==> src/rtl/delay_sensor_ctrl_if.sv <==
// Measurement port of the delay-line sensor: request/test inputs from the readout side,
// status and results back from the sensor.
interface delay_sensor_ctrl_if #(
  parameter int STAGES = 11,
  parameter int ACC_W  = 8
);
  // start is a level request sampled only while the sensor is idle (no queuing, no backpressure);
  // busy covers the whole measurement; done is a one-cycle pulse after which meas_sum/last_taps
  // hold until the next accepted start.
  logic              start;
  logic              tst_en;
  logic [STAGES-1:0] tst_taps;
  logic              busy;
  logic              done;
  logic [ACC_W-1:0]  meas_sum;
  logic [STAGES-1:0] last_taps;

  modport master (
    output start, tst_en, tst_taps,
    input  busy, done, meas_sum, last_taps
  );

  modport slave (
    input  start, tst_en, tst_taps,
    output busy, done, meas_sum, last_taps
  );
endinterface

==> src/rtl/delay_sensor_ctrl.sv <==
// Delay-line timing sensor: launches an edge into a tap chain, thermometer-decodes the captured
// taps and accumulates 2**SAMP_LOG2 samples per measurement, plus a free-running cycle counter.
module delay_sensor_ctrl #(
  parameter  int STAGES    = 11,
  parameter  int CNT_W     = 32,
  parameter  int SAMP_LOG2 = 4,
  localparam int TW        = $clog2(STAGES + 1),
  localparam int ACC_W     = TW + SAMP_LOG2
) (
  input  logic                 clk,
  input  logic                 rst,
  input  logic                 ld,
  output logic [CNT_W-1:0]     result,
  output logic                 pathResult,
  output logic [2:0]           o_state,
  delay_sensor_ctrl_if.slave   bus
);

  typedef enum logic [2:0] {
    S_IDLE   = 3'd0,
    S_CLEAR  = 3'd1,
    S_LAUNCH = 3'd2,
    S_ACCUM  = 3'd3,
    S_DONE   = 3'd4
  } state_t;

  state_t                r_state;
  state_t                w_next;
  logic                  r_launch;
  logic [CNT_W-1:0]      r_result;
  logic [STAGES-1:0]     w_taps;
  logic [STAGES-1:0]     r_last_taps;
  logic [ACC_W-1:0]      r_meas_sum;
  logic [SAMP_LOG2-1:0]  r_cnt;
  logic [TW-1:0]         w_therm;

  always_ff @(posedge clk) begin
    if (rst) r_state <= S_IDLE;
    else     r_state <= w_next;
  end

  always_comb begin
    w_next = r_state;
    case (r_state)
      S_IDLE:   if (bus.start) w_next = S_CLEAR;
      S_CLEAR:  w_next = S_LAUNCH;
      S_LAUNCH: w_next = S_ACCUM;
      S_ACCUM:  w_next = (&r_cnt) ? S_DONE : S_CLEAR;
      S_DONE:   w_next = S_IDLE;
      default:  w_next = S_IDLE;
    endcase
  end

  // Launch is registered so it is high for exactly the cycles spent in LAUNCH.
  always_ff @(posedge clk) begin
    if (rst) r_launch <= 1'b0;
    else     r_launch <= (w_next == S_LAUNCH);
  end

  // Each stage is modelled as a zero-delay buffer; the real delay lives in the sensor fabric.
  always_comb begin : chain
    logic v_prev;
    w_taps = '0;
    v_prev = r_launch;
    for (int k = 0; k < STAGES; k++) begin
      w_taps[k] = v_prev;
      v_prev    = w_taps[k];
    end
  end

  // Count of leading ones from bit 0; the first zero stops it so bubbles are ignored.
  always_comb begin : therm
    logic v_run;
    w_therm = '0;
    v_run   = 1'b1;
    for (int i = 0; i < STAGES; i++) begin
      if (v_run && r_last_taps[i]) w_therm = w_therm + TW'(1);
      else                         v_run   = 1'b0;
    end
  end

  always_ff @(posedge clk) begin
    if (rst) begin
      r_last_taps <= '0;
    end else if (r_state == S_LAUNCH) begin
      r_last_taps <= bus.tst_en ? bus.tst_taps : w_taps;
    end
  end

  always_ff @(posedge clk) begin
    if (rst) begin
      r_meas_sum <= '0;
      r_cnt      <= '0;
    end else if (r_state == S_IDLE && bus.start) begin
      r_meas_sum <= '0;
      r_cnt      <= '0;
    end else if (r_state == S_ACCUM) begin
      r_meas_sum <= r_meas_sum + ACC_W'(w_therm);
      if (!(&r_cnt)) r_cnt <= r_cnt + SAMP_LOG2'(1);
    end
  end

  always_ff @(posedge clk) begin
    if (rst)     r_result <= '0;
    else if (ld) r_result <= r_result + CNT_W'(1);
  end

  assign result        = r_result;
  assign pathResult    = w_taps[STAGES-1];
  assign o_state       = r_state;
  assign bus.busy      = (r_state == S_CLEAR) || (r_state == S_LAUNCH) || (r_state == S_ACCUM);
  assign bus.done      = (r_state == S_DONE);
  assign bus.meas_sum  = r_meas_sum;
  assign bus.last_taps = r_last_taps;

endmodule

==> src/flat_wrapper.sv <==
// flat-port wrapper written by rule: the top's interface ports become plain ports
module delay_sensor_ctrl_flat 
#(
  parameter  int STAGES    = 11,
  parameter  int CNT_W     = 32,
  parameter  int SAMP_LOG2 = 4,
  localparam int TW        = $clog2(STAGES + 1),
  localparam int ACC_W     = TW + SAMP_LOG2
)
  (clk, rst, ld, result, pathResult, o_state, bus_start, bus_tst_en, bus_tst_taps, bus_busy, bus_done, bus_meas_sum, bus_last_taps);
  delay_sensor_ctrl_if #(.STAGES(STAGES), .ACC_W(($clog2(STAGES + 1) + SAMP_LOG2))) bus_i ();
  input  logic clk;
  input  logic rst;
  input  logic ld;
  output logic [CNT_W-1:0] result;
  output logic pathResult;
  output logic [2:0] o_state;
  input wire logic [$bits(bus_i.start)-1:0] bus_start;
  input wire logic [$bits(bus_i.tst_en)-1:0] bus_tst_en;
  input wire logic [$bits(bus_i.tst_taps)-1:0] bus_tst_taps;
  output wire logic [$bits(bus_i.busy)-1:0] bus_busy;
  output wire logic [$bits(bus_i.done)-1:0] bus_done;
  output wire logic [$bits(bus_i.meas_sum)-1:0] bus_meas_sum;
  output wire logic [$bits(bus_i.last_taps)-1:0] bus_last_taps;
  assign bus_i.start = bus_start;
  assign bus_i.tst_en = bus_tst_en;
  assign bus_i.tst_taps = bus_tst_taps;
  assign bus_busy = bus_i.busy;
  assign bus_done = bus_i.done;
  assign bus_meas_sum = bus_i.meas_sum;
  assign bus_last_taps = bus_i.last_taps;
  delay_sensor_ctrl #(.STAGES(STAGES), .CNT_W(CNT_W), .SAMP_LOG2(SAMP_LOG2)) u_core (.clk(clk), .rst(rst), .ld(ld), .result(result), .pathResult(pathResult), .o_state(o_state), .bus(bus_i));
endmodule
==> config.mk <==
export PLATFORM = sky130hd
export DESIGN_NAME = delay_sensor_ctrl_flat
export DESIGN_NICKNAME = d
export VERILOG_FILES = /design/src/rtl/delay_sensor_ctrl_if.sv /design/src/rtl/delay_sensor_ctrl.sv /design/src/flat_wrapper.sv
export SDC_FILE = /design/constraint.sdc
export NUM_CORES = 1
export LEC_CHECK = 0
export BUFFER_PORTS_ARGS = -buffer_cell sky130_fd_sc_hd__buf_2
export CAP_MARGIN = 20
export CORE_MARGIN = 3
export CORE_UTILIZATION = 50
export CTS_CLUSTER_SIZE = 25
export DETAILED_ROUTE_END_ITERATION = 7
export PLACE_DENSITY = 0.86
export SETUP_SLACK_MARGIN = 0.02
export SYNTH_ARGS = -nofsm -noshare
export SYNTH_HDL_FRONTEND = slang
export SYNTH_SLANG_ARGS = --single-unit
export TNS_END_PERCENT = 5
==> constraint.sdc <==
create_clock -name clk -period 6.4 [get_ports clk]
set_input_delay 1.92 -clock clk [delete_from_list [all_inputs] [get_ports clk]]
set_output_delay 1.92 -clock clk [all_outputs]
set_load 0.005 [all_outputs]
==> metrics.cfg, run 1 <==
[status]
result_of_the_run = finished clean

[synthesis]
synth_sequential_area_ratio_pct = 35.17
synth_area_per_cell_um2 = 8.092
edff_count_synth = 0
ys.flop_type = dfxtp_1
synth_area_mm2 = 0.003358
ys_seq_elements = 59
synthCells = 415
synth.distinct_cells = 53
yosys_warnings = 0
syn-num-nets = 446
synthArstFlopShare_pct = 0

[drt]
drt-pass1-iter-count = 5
postRouteWirelength_um = 7855
met2_wirelength_um = 3799
routedWlPerCell_um = 14.03
wl_met1_um = 3254
dr_top_layer = met4
met3_length_um = 691
remaining_drc_errors = 0
drt_iter0_drc = 159
vias = 3193
detail_route.vias_per_cell = 5.702
postRouteAntennaNets = 0

[global_routing]
initial_antenna_violation_count = 0
global_route_wire_length_before_repair_um = 12850
vias_in_the_first_global_route = 2826
global_route.overflow_total = 0
grt.total_usage_pct = 20.87
maximum_number_of_pins_on_one_net_before_global_route_repair = 49

[final_layout]
layout.area.seq_mm2 = 0.001181
post_route_cells_drive_above_1_share_pct = 20.08
finish.net_count = 509
mostFrequentLayoutCell = buf_2
n_antenna_cell = 0
post-route-cell-area_mm2 = 0.003949
area.growth.synth_to_final_pct = 17.59
layout.cells.most_common_list = buf_2 (72), dfxtp_1 (59), nor2_1 (56)
multi_input_area_mm2 = 0.002021
layout.core_utilization_pct = 61.48
fillerInstances = 543

[pwr]
leakagePower_nw = 1.657
irDropWorstVdd_mv = 0.1711
power.density_cell_area_mw_per_mm2 = 222.9

[setup_path]
critPathCaptureType = flip-flop
reg2reg_to = u_core.bus.meas_sum[5]$_SDFFE_PP0P_
worst-path-max-fanout = 9
reg2reg_slack_ns = 0.84
worst_setup_path_start_kind = flip-flop
cpMostUsedCell = ha_1
max_stage_delay_ns = 0.45
crit_slowest_cell = dfxtp_1
critical_path.startpoint = u_core.bus.last_taps[0]$_SDFFE_PP0N_
critPathKind = flip-flop to flip-flop
arrival_ns = 5.78
timing.rr.start = u_core.bus.last_taps[0]$_SDFFE_PP0N_
data_required_critical_path_ns = 6.62
r2r_cells = 28
endpoint = u_core.bus.meas_sum[5]$_SDFFE_PP0P_

[sta]
setup_total_negative_slack_ns = 0
setup_ws_ns = 0.8433
rsz0062_at_grt = false
period_share_pct = 86.82
timing_hold_violations_final = 0
fin_crit_ns = 5.557
timing_max_transition_violations_final = 0
clock-skew-final_ns = 0.006412
worst_pin_slew_ns = 0.8639
finalSetupViolCount = 0
timing.max_slew.rel_slack_pct = 42.41
fmax_mhz = 180.0

[floorplan]
effective_utilization_at_floorplan_pct = 52.29
die_area_mm2 = 0.007736
dieWidth_um = 87.96
fp.dieH_um = 87.96
core_mm2 = 0.006422
rows = 29
boundaryPins = 73

[clocking]
clkTransAtPathRegs_ns = 0.07
clk-insertion-delay-late_ns = 0.33
cts_num_sinks = 59
postCtsSetupRepairBufs = 0
h-tree-depth = 3
cts_tree = built
cts.hold.buffers_added = 0
cts.path.max_buffers = 2
cts-resized-gates = 0
clock-root-buffer = clkbuf_8
cts_made_buffers = 9

[flow_run]
timing.max_cap.violations = 0

[placement]
place.gp.congestion = 0.9061
io_buffer_count = 72
placed_instance_area_mm2 = 0.003711
hpwlAfterDp_um = 5652
pre_cts_ws_ns = 0.8446

[hold_path]
worst_hold_path_type = flip-flop to flip-flop

## synth_stat cells (3+ instances only)
cell type	number	area share, %
dfxtp_1	59	35
nor2_1	56	6.3
nand2_1	41	4.6
a21oi_1	32	4.8
xnor2_1	21	5.5
xor2_1	18	4.7
nand3_1	17	2.5
a211oi_1	16	3.6
clkbuf_1	16	1.8
ha_1	14	5.2
inv_1	14	1.6
nor3_1	13	1.9
o21ai_0	12	1.8
or3_1	8	1.5
nand4_1	6	1.1
and2_1	5	0.93
o211ai_1	5	1.1
a21boi_0	4	0.89
and3_1	4	0.75
and4_1	4	1.0
mux2i_1	4	1.2
a21o_1	3	0.67
nor3b_1	3	0.67
## cell families (layout without fill, tap and decap cells)
kind of cell	Yosys count	in the layout	synth area share (%)
XOR/XNOR	39	39	10.17
adder cells (fa/ha/maj)	15	15	5.812
AND/OR/NAND/NOR	173	173	25.60
buffers and inverters	35	103	4.806
flip-flops	59	59	35.17
AO/OA/AOI/OAI	89	89	16.92
multiplexers	5	5	1.528
## critical path, delay by kind of cell, from the launching register on
| kind | cells | cell delay [ns] |
|---|---|---|
| XOR/XNOR | 2 | 0.35 |
| AND/OR/NAND/NOR | 7 | 0.47 |
| multiplexers | 2 | 0.44 |
| flip-flops | 1 | 0.45 |
| AO/OA/AOI/OAI | 12 | 2.20 |
| adder cells (fa/ha/maj) | 5 | 1.54 |
## where the power goes
| group | internal [mW] | total [mW] | switching, mW |
|---|---|---|---|
| clock | 0.230 | 0.383 | 0.153 |
| combinational | 0.0408 | 0.0927 | 0.0519 |
| sequential | 0.380 | 0.405 | 0.0250 |
| total | 0.650 | 0.880 | 0.230 |
## area by class of cell
cell class | count | area share (%)
clock buffer | 10 | 3.485
timing repair buffer | 73 | 9.411
clock inverter | 6 | 2.250
multi-input combinational | 321 | 51.17
tap | 77 | 2.440
inverter | 14 | 1.331
sequential | 59 | 29.91
## sequential cells by signal, indices dropped and copies added, names as in the netlist
signal and flops:
u_core.o_state 3, u_core.pathResult 1, u_core.r_cnt 4, u_core.result 32
u_core.bus.meas_sum 8, u_core.bus.last_taps 11
## per-layer routing
metal	up-vias	global-route usage, %
met1	1472	25.17
li1	1598	-
met5	-	0
met4	0	8.787
met3	13	7.056
met2	110	33.97
## per-stage QoR
step,power (mW),cells,hold slack (ns)
after CTS,0.8873,559,0.4791
after detailed placement,0.5034,543,0.4674
after floorplan,0.4716,415,0.4650
after global routing,0.9224,560,0.5130
after global placement,0.4991,543,0.4628
final,0.8803,560,0.4738
## worst min path at each step
| stage | from | end | slack, ns | cells after the start |
|---|---|---|---|---|
| 5_1_grt | u_core.bus.meas_sum[0]$_SDFFE_PP0P_ | u_core.bus.meas_sum[0]$_SDFFE_PP0P_ | 0.51 | 2 |
| 2_1_floorplan | u_core.bus.meas_sum[3]$_SDFFE_PP0P_ | u_core.bus.meas_sum[3]$_SDFFE_PP0P_ | 0.46 | 2 |
| 3_3_place_gp | u_core.bus.meas_sum[0]$_SDFFE_PP0P_ | u_core.bus.meas_sum[0]$_SDFFE_PP0P_ | 0.46 | 2 |
| 6_report | u_core.bus.meas_sum[3]$_SDFFE_PP0P_ | u_core.bus.meas_sum[3]$_SDFFE_PP0P_ | 0.47 | 2 |
| 3_5_place_dp | u_core.bus.meas_sum[3]$_SDFFE_PP0P_ | u_core.bus.meas_sum[3]$_SDFFE_PP0P_ | 0.47 | 2 |
| 4_1_cts | u_core.bus.meas_sum[3]$_SDFFE_PP0P_ | u_core.bus.meas_sum[3]$_SDFFE_PP0P_ | 0.48 | 2 |
Note: power is estimated with default switching activity, not from simulation.
==> inputs of run 2 (changes only) <==
clock period = 6.3 ns   (was 6.4 ns; I/O delays follow)
==> run 2 against run 1 <==
Fmax fell by 0.15%. Routed wire length fell by 3.7%. Register-to-register slack got worse by 0.11 ns. Highest routed layer unchanged. Sequential power rose by 1%. Combinational power rose by 2%.
==> metrics.cfg, run 2 (synthesized netlist as in run 1, its figures left out) <==
[pwr]
power.density_cell_area_mw_per_mm2 = 205.3  ; was 222.9 mW/mm2
power.clock.fraction_pct = 36.8  ; was 43.5%
share_comb_of_total_power_pct = 11.8  ; was 10.5%
cell_internal_pwr_mw = 0.5759  ; was 0.6500 mW
irDropWorstVdd_mv = 0.1229  ; was 0.1711 mV
switching_share_pct = 27.88  ; was 26.16%
leakagePower_nw = 1.632  ; was 1.657 nW
switchingPower_mw = 0.2227  ; was 0.2303 mW
seq_power_share_pct = 51.5  ; was 46.0%

[hold_path]
worstHoldStart = u_core.bus.meas_sum[7]$_SDFFE_PP0P_  ; was u_core.bus.meas_sum[3]$_SDFFE_PP0P_
worst_hold_path_type = flip-flop to flip-flop  ; unchanged
hold_path_end = u_core.bus.meas_sum[7]$_SDFFE_PP0P_  ; was u_core.bus.meas_sum[3]$_SDFFE_PP0P_
hold_path_depth = 2  ; unchanged

[placement]
io_buffer_count = 72  ; unchanged
hpwlAfterDp_um = 5544  ; was 5652 um
placed_instance_area_mm2 = 0.003711  ; unchanged
place.gp.congestion = 0.8996  ; was 0.9061

[setup_path]
worst-path-max-fanout = 9  ; unchanged
worst_setup_path_start_kind = flip-flop  ; unchanged
data_required_critical_path_ns = 6.52  ; was 6.62 ns
cpMostUsedCell = ha_1  ; unchanged
reg2reg_slack_ns = 0.74  ; was 0.84 ns
crit_slowest_cell = dfxtp_1  ; unchanged
arrival_ns = 5.79  ; was 5.78 ns
max_stage_delay_ns = 0.45  ; about the same
timing.rr.start = u_core.bus.last_taps[0]$_SDFFE_PP0N_  ; unchanged
critPathKind = flip-flop to flip-flop  ; unchanged
critPathCaptureType = flip-flop  ; unchanged
r2r_cells = 28  ; unchanged
reg2reg_to = u_core.bus.meas_sum[5]$_SDFFE_PP0P_  ; unchanged

[sta]
timing_hold_violations_final = 0  ; unchanged
setup_total_negative_slack_ns = 0  ; unchanged
timing.max_slew.rel_slack_pct = 42.53  ; was 42.41%
period_share_pct = 88.33  ; was 86.82%
rsz0062_at_grt = false  ; unchanged
worst_pin_slew_ns = 0.8620  ; was 0.8639 ns
fin_crit_ns = 5.565  ; was 5.557 ns
fmax_mhz = 179.7  ; was 180.0 MHz
finalSetupViolCount = 0  ; unchanged
timing_max_transition_violations_final = 0  ; unchanged
clock-skew-final_ns = 0.007689  ; was 0.006412 ns

[floorplan]
boundaryPins = 73  ; unchanged
fp.dieH_um = 87.96  ; unchanged
rows = 29  ; unchanged
die_area_mm2 = 0.007736  ; unchanged
core_mm2 = 0.006422  ; unchanged
effective_utilization_at_floorplan_pct = 52.29  ; unchanged
dieWidth_um = 87.96  ; unchanged

[global_routing]
initial_antenna_violation_count = 0  ; unchanged
grt.total_usage_pct = 19.81  ; was 20.87%
vias_in_the_first_global_route = 2814  ; was 2,826
global_route.overflow_total = 0  ; unchanged
global_route_wire_length_before_repair_um = 12250  ; was 12,850 um
maximum_number_of_pins_on_one_net_before_global_route_repair = 49  ; unchanged

[drt]
drt_iter0_drc = 160  ; was 159
postRouteAntennaNets = 0  ; unchanged
detail_route.vias_per_cell = 5.596  ; was 5.702
postRouteWirelength_um = 7561  ; was 7855 um
vias = 3128  ; was 3,193
routedWlPerCell_um = 13.53  ; was 14.03 um
remaining_drc_errors = 0  ; unchanged
drt-pass1-iter-count = 4  ; was 5

[clocking]
cts_num_sinks = 59  ; unchanged
clkTransAtPathRegs_ns = 0.06  ; was 0.07 ns
cts.path.max_buffers = 2  ; unchanged
clock-root-buffer = clkbuf_8  ; unchanged
cts_tree = built  ; unchanged
h-tree-depth = 3  ; unchanged
clk-insertion-delay-late_ns = 0.34  ; was 0.33 ns
cts_made_buffers = 9  ; unchanged
cts.hold.buffers_added = 0  ; unchanged
cts-resized-gates = 0  ; unchanged
postCtsSetupRepairBufs = 0  ; unchanged

[final_layout]
area.growth.synth_to_final_pct = 15.83  ; was 17.59%
layout.cells.most_common_list = buf_2 (72), dfxtp_1 (59), nor2_1 (56)  ; unchanged
post-route-cell-area_mm2 = 0.003890  ; was 0.003949 mm2
n_antenna_cell = 0  ; unchanged
mostFrequentLayoutCell = buf_2  ; unchanged
layout.area.seq_mm2 = 0.001181  ; unchanged
post_route_cells_drive_above_1_share_pct = 19.92  ; was 20.08%
finish.net_count = 509  ; unchanged
largest_reg_flops = 32  ; unchanged
multi_input_area_mm2 = 0.002021  ; unchanged
fillerInstances = 556  ; was 543

[status]
result_of_the_run = finished clean  ; unchanged

[flow_run]
timing.max_cap.violations = 0  ; unchanged

==> run 2: layout make-up <==
| cell class | instances | area share, % |
|---|---|---|
| clock buffer | 10 | 3.538 |
| tap | 77 | 2.477 |
| inverter | 14 | 1.351 |
| sequential | 59 | 30.36 |
| clock inverter | 5 | 0.7720 |
| timing repair buffer | 73 | 9.553 |
| multi-input combinational | 321 | 51.95 |
==> run 2: how the worst max path moves through the flow <==
| stage | to | start | cells after the start | slack [ns] |
|---|---|---|---|---|
| floorplan | u_core.bus.meas_sum[5]$_SDFFE_PP0P_ | u_core.bus.last_taps[0]$_SDFFE_PP0N_ | 28 | 1.25 |
| global placement | u_core.bus.meas_sum[5]$_SDFFE_PP0P_ | u_core.bus.last_taps[0]$_SDFFE_PP0N_ | 28 | 1.06 |
| detailed placement | u_core.bus.meas_sum[5]$_SDFFE_PP0P_ | u_core.bus.last_taps[0]$_SDFFE_PP0N_ | 28 | 0.75 |
| CTS | u_core.bus.meas_sum[5]$_SDFFE_PP0P_ | u_core.bus.last_taps[0]$_SDFFE_PP0N_ | 28 | 0.74 |
| global route | u_core.bus.meas_sum[7]$_SDFFE_PP0P_ | u_core.bus.last_taps[0]$_SDFFE_PP0N_ | 28 | 0.12 |
| finish | u_core.bus.meas_sum[5]$_SDFFE_PP0P_ | u_core.bus.last_taps[0]$_SDFFE_PP0N_ | 28 | 0.74 |
==> run 2: worst max-delay path: cells and delay by family (launching register included) <==
family,cells,cell delay (ns)
AOI/OAI and AO/OA,12,2.16
and+or+nand+nor,7,0.49
xor gates and xnor gates,2,0.35
muxes,2,0.44
adders and majority gates,5,1.54
DFF,1,0.45
==> run 2: metrics by stage <==
stage	power (mW)	util, %	setup slack (ns)	hold WS (ns)	cells
2_1_floorplan	0.4791	-	1.250	0.4650	415
3_3_place_gp	0.5071	57.78	1.056	0.4631	543
3_5_place_dp	0.5107	57.78	0.7522	0.4681	543
4_1_cts	0.8084	60.39	0.7424	0.4768	558
5_1_grt	0.8395	60.57	0.1195	0.4981	559
6_report	0.7986	60.57	0.7351	0.4760	559
==> run 2: per-layer routing <==
layer  vias up  track usage, %  part of all wire, %
met5         -               0                    0
li1       1588               -                    -
met3         6           7.526                  7.7
met1      1451           23.80                   43
met2        83           32.95                   48
met4         0           5.858                  1.2
==> run 2: power groups by stage <==
stage          logic, mW  clock network, mW  registers (mW)
6_report          0.0941              0.294           0.411
5_1_grt            0.106              0.320           0.413
4_1_cts           0.0930              0.306           0.410
3_5_place_dp      0.0926                  0           0.418
3_3_place_gp      0.0901                  0           0.417
2_1_floorplan     0.0730                  0           0.406
==> inputs of run 3 (changes only) <==
CORE_ASPECT_RATIO = 1.75   (was unset)
CORE_MARGIN = 2   (was 3)
==> run 3 against run 2 <==
Clock skew decreased by 0.0031 ns. Count of clock-buffer cells in the layout up 2. Largest cell class unchanged. Total power up 27%. Routed wire length is 11% higher. Critical endpoint is now u_core.bus.meas_sum[7]$_SDFFE_PP0P_. Register-to-register slack got worse by 0.05 ns.
==> metrics.cfg, run 3 (synthesized netlist as in run 1, its figures left out) <==
[pwr]
power.density_cell_area_mw_per_mm2 = 251.6  ; was 205.3 mW/mm2
leakagePower_nw = 1.702  ; was 1.632 nW
finalPower_mw = 1.016  ; was 0.7986 mW
irDropWorstVdd_mv = 0.2086  ; was 0.1229 mV

[final_layout]
layout.cells.most_common_list = buf_2 (72), dfxtp_1 (59), nor2_1 (56)  ; unchanged
largest_reg_flops = 32  ; unchanged
layout.area.seq_mm2 = 0.001181  ; unchanged
fillerInstances = 594  ; was 556
area.growth.synth_to_final_pct = 20.27  ; was 15.83%
n_antenna_cell = 0  ; unchanged
finish.net_count = 509  ; unchanged
post_route_cells_drive_above_1_share_pct = 20.08  ; was 19.92%
layout.core_utilization_pct = 61.77  ; was 60.57%
multi_input_area_mm2 = 0.002021  ; unchanged
layoutNonFillerInstCount = 565  ; was 559
mostFrequentLayoutCell = buf_2  ; unchanged

[placement]
placed_cell_count = 549  ; was 543
place.gp.congestion = 0.9621  ; was 0.8996
hpwlAfterDp_um = 6125  ; was 5544 um
io_buffer_count = 72  ; unchanged

[setup_path]
cpMostUsedCell = ha_1  ; unchanged
arrival_ns = 5.86  ; was 5.79 ns
max_stage_delay_ns = 0.43  ; was 0.45 ns
crit_family = compound AO/OA/AOI/OAI gates  ; unchanged
critPathKind = flip-flop to flip-flop  ; unchanged
crit_slowest_cell = dfxtp_1  ; unchanged
data_required_critical_path_ns = 6.55  ; was 6.52 ns
critical_path.n_buffers_inverters = 0  ; unchanged
critPathCaptureType = flip-flop  ; unchanged
worst-path-max-fanout = 9  ; unchanged
worst_setup_path_start_kind = flip-flop  ; unchanged

[sta]
worst_pin_slew_ns = 0.8980  ; was 0.8620 ns
finalSetupViolCount = 0  ; unchanged
clock-skew-final_ns = 0.004600  ; was 0.007689 ns
period_share_pct = 89.06  ; was 88.33%
timing_max_transition_violations_final = 0  ; unchanged
fin_crit_ns = 5.611  ; was 5.565 ns
timing_hold_violations_final = 0  ; unchanged
rsz0062_at_grt = false  ; unchanged
setup_total_negative_slack_ns = 0  ; unchanged
fmax_mhz = 178.2  ; was 179.7 MHz
timing.max_slew.rel_slack_pct = 40.13  ; was 42.53%

[drt]
postRouteWirelength_um = 8364  ; was 7561 um
drt-pass1-iter-count = 4  ; unchanged
remaining_drc_errors = 0  ; unchanged
vias = 3237  ; was 3,128
routedWlPerCell_um = 14.80  ; was 13.53 um
postRouteAntennaNets = 0  ; unchanged
detail_route.vias_per_cell = 5.729  ; was 5.596
drt_iter0_drc = 233  ; was 160

[floorplan]
boundaryPins = 73  ; unchanged
effective_utilization_at_floorplan_pct = 51.36  ; was 52.29%
die_area_mm2 = 0.007414  ; was 0.007736 mm2
dieWidth_um = 65.95  ; was 87.96 um
core_mm2 = 0.006539  ; was 0.006422 mm2
fp.dieH_um = 112.4  ; was 87.96 um
rows = 39  ; was 29

[clocking]
cts_tree = built  ; unchanged
clk-insertion-delay-late_ns = 0.33  ; was 0.34 ns
cts_num_sinks = 59  ; unchanged
clkTransAtPathRegs_ns = 0.05  ; was 0.06 ns
postCtsSetupRepairBufs = 0  ; unchanged
cts.path.max_buffers = 2  ; unchanged
cts_made_buffers = 9  ; unchanged
h-tree-depth = 3  ; unchanged
cts.hold.buffers_added = 0  ; unchanged
cts-resized-gates = 0  ; unchanged
clock-root-buffer = clkbuf_16  ; was clkbuf_8

[status]
result_of_the_run = finished clean  ; unchanged

[global_routing]
global_route.overflow_total = 0  ; unchanged
grt.total_usage_pct = 24.33  ; was 19.81%
vias_in_the_first_global_route = 3192  ; was 2,814
global_route_wire_length_before_repair_um = 14190  ; was 12,250 um
initial_antenna_violation_count = 0  ; unchanged
maximum_number_of_pins_on_one_net_before_global_route_repair = 49  ; unchanged

[flow_run]
timing.max_cap.violations = 0  ; unchanged

[hold_path]
worst_hold_path_type = flip-flop to flip-flop  ; unchanged

-- run 3: changes by cell type in the layout (fill, tap and decap cells not counted), sizes merged --
cell,previous run,this run
bufinv,0,1
clkbuf,10,12
clkinv,3,2
clkinvlp,2,1
-- run 3: tightest hold or removal path, stage by stage, from the launching register on --
cell and delay, ns:
dfxtp_1 0.32, nand2_1 0.06, a21oi_1 0.05
-- run 3: path summary, 6_finish.rpt --
path                                                            from                             endpoint  slack, ns  depth (start not counted)
worst min register to register   u_core.bus.meas_sum[3]$_SDFFE_PP0P_  u_core.bus.meas_sum[3]$_SDFFE_PP0P_       0.48                          2
worst max register to register  u_core.bus.last_taps[0]$_SDFFE_PP0N_  u_core.bus.meas_sum[7]$_SDFFE_PP0P_       0.69                         28
worst min-delay path             u_core.bus.meas_sum[3]$_SDFFE_PP0P_  u_core.bus.meas_sum[3]$_SDFFE_PP0P_       0.48                          2
worst max-delay path            u_core.bus.last_taps[0]$_SDFFE_PP0N_  u_core.bus.meas_sum[7]$_SDFFE_PP0P_       0.69                         28
-- run 3: through the flow --
step / area, um2 / setup WS, ns / hold slack [ns]
2_1_floorplan: 3358 / 1.250 / 0.4650
3_3_place_gp: 3725 / 0.9867 / 0.4750
3_5_place_dp: 3725 / 0.7774 / 0.4814
4_1_cts: 4039 / 0.7193 / 0.4873
5_1_grt: 4039 / 0.1478 / 0.5131
6_report: 4039 / 0.6894 / 0.4834
-- run 3: area by class of cell --
type | count | area share (%)
multi-input combinational | 321 | 50.03
sequential | 59 | 29.24
timing repair buffer | 73 | 9.108
clock buffer | 12 | 6.599
tap | 82 | 2.540
inverter | 14 | 1.301
clock inverter | 4 | 1.177
-- run 3: power breakdown --
group,leakage [nW],total (mW),switching (mW),internal [mW]
Clock,0.155,0.509,0.172,0.337
Sequential,0.477,0.412,0.0260,0.386
Combinational,1.07,0.0948,0.0537,0.0410
Total,1.70,1.02,0.252,0.764
-- run 3: layer usage --
layer	track usage, %	wire length (um)
met1	25.16	3140
met4	14.56	374
met2	42.69	4352
met3	6.212	497
met5	0	0
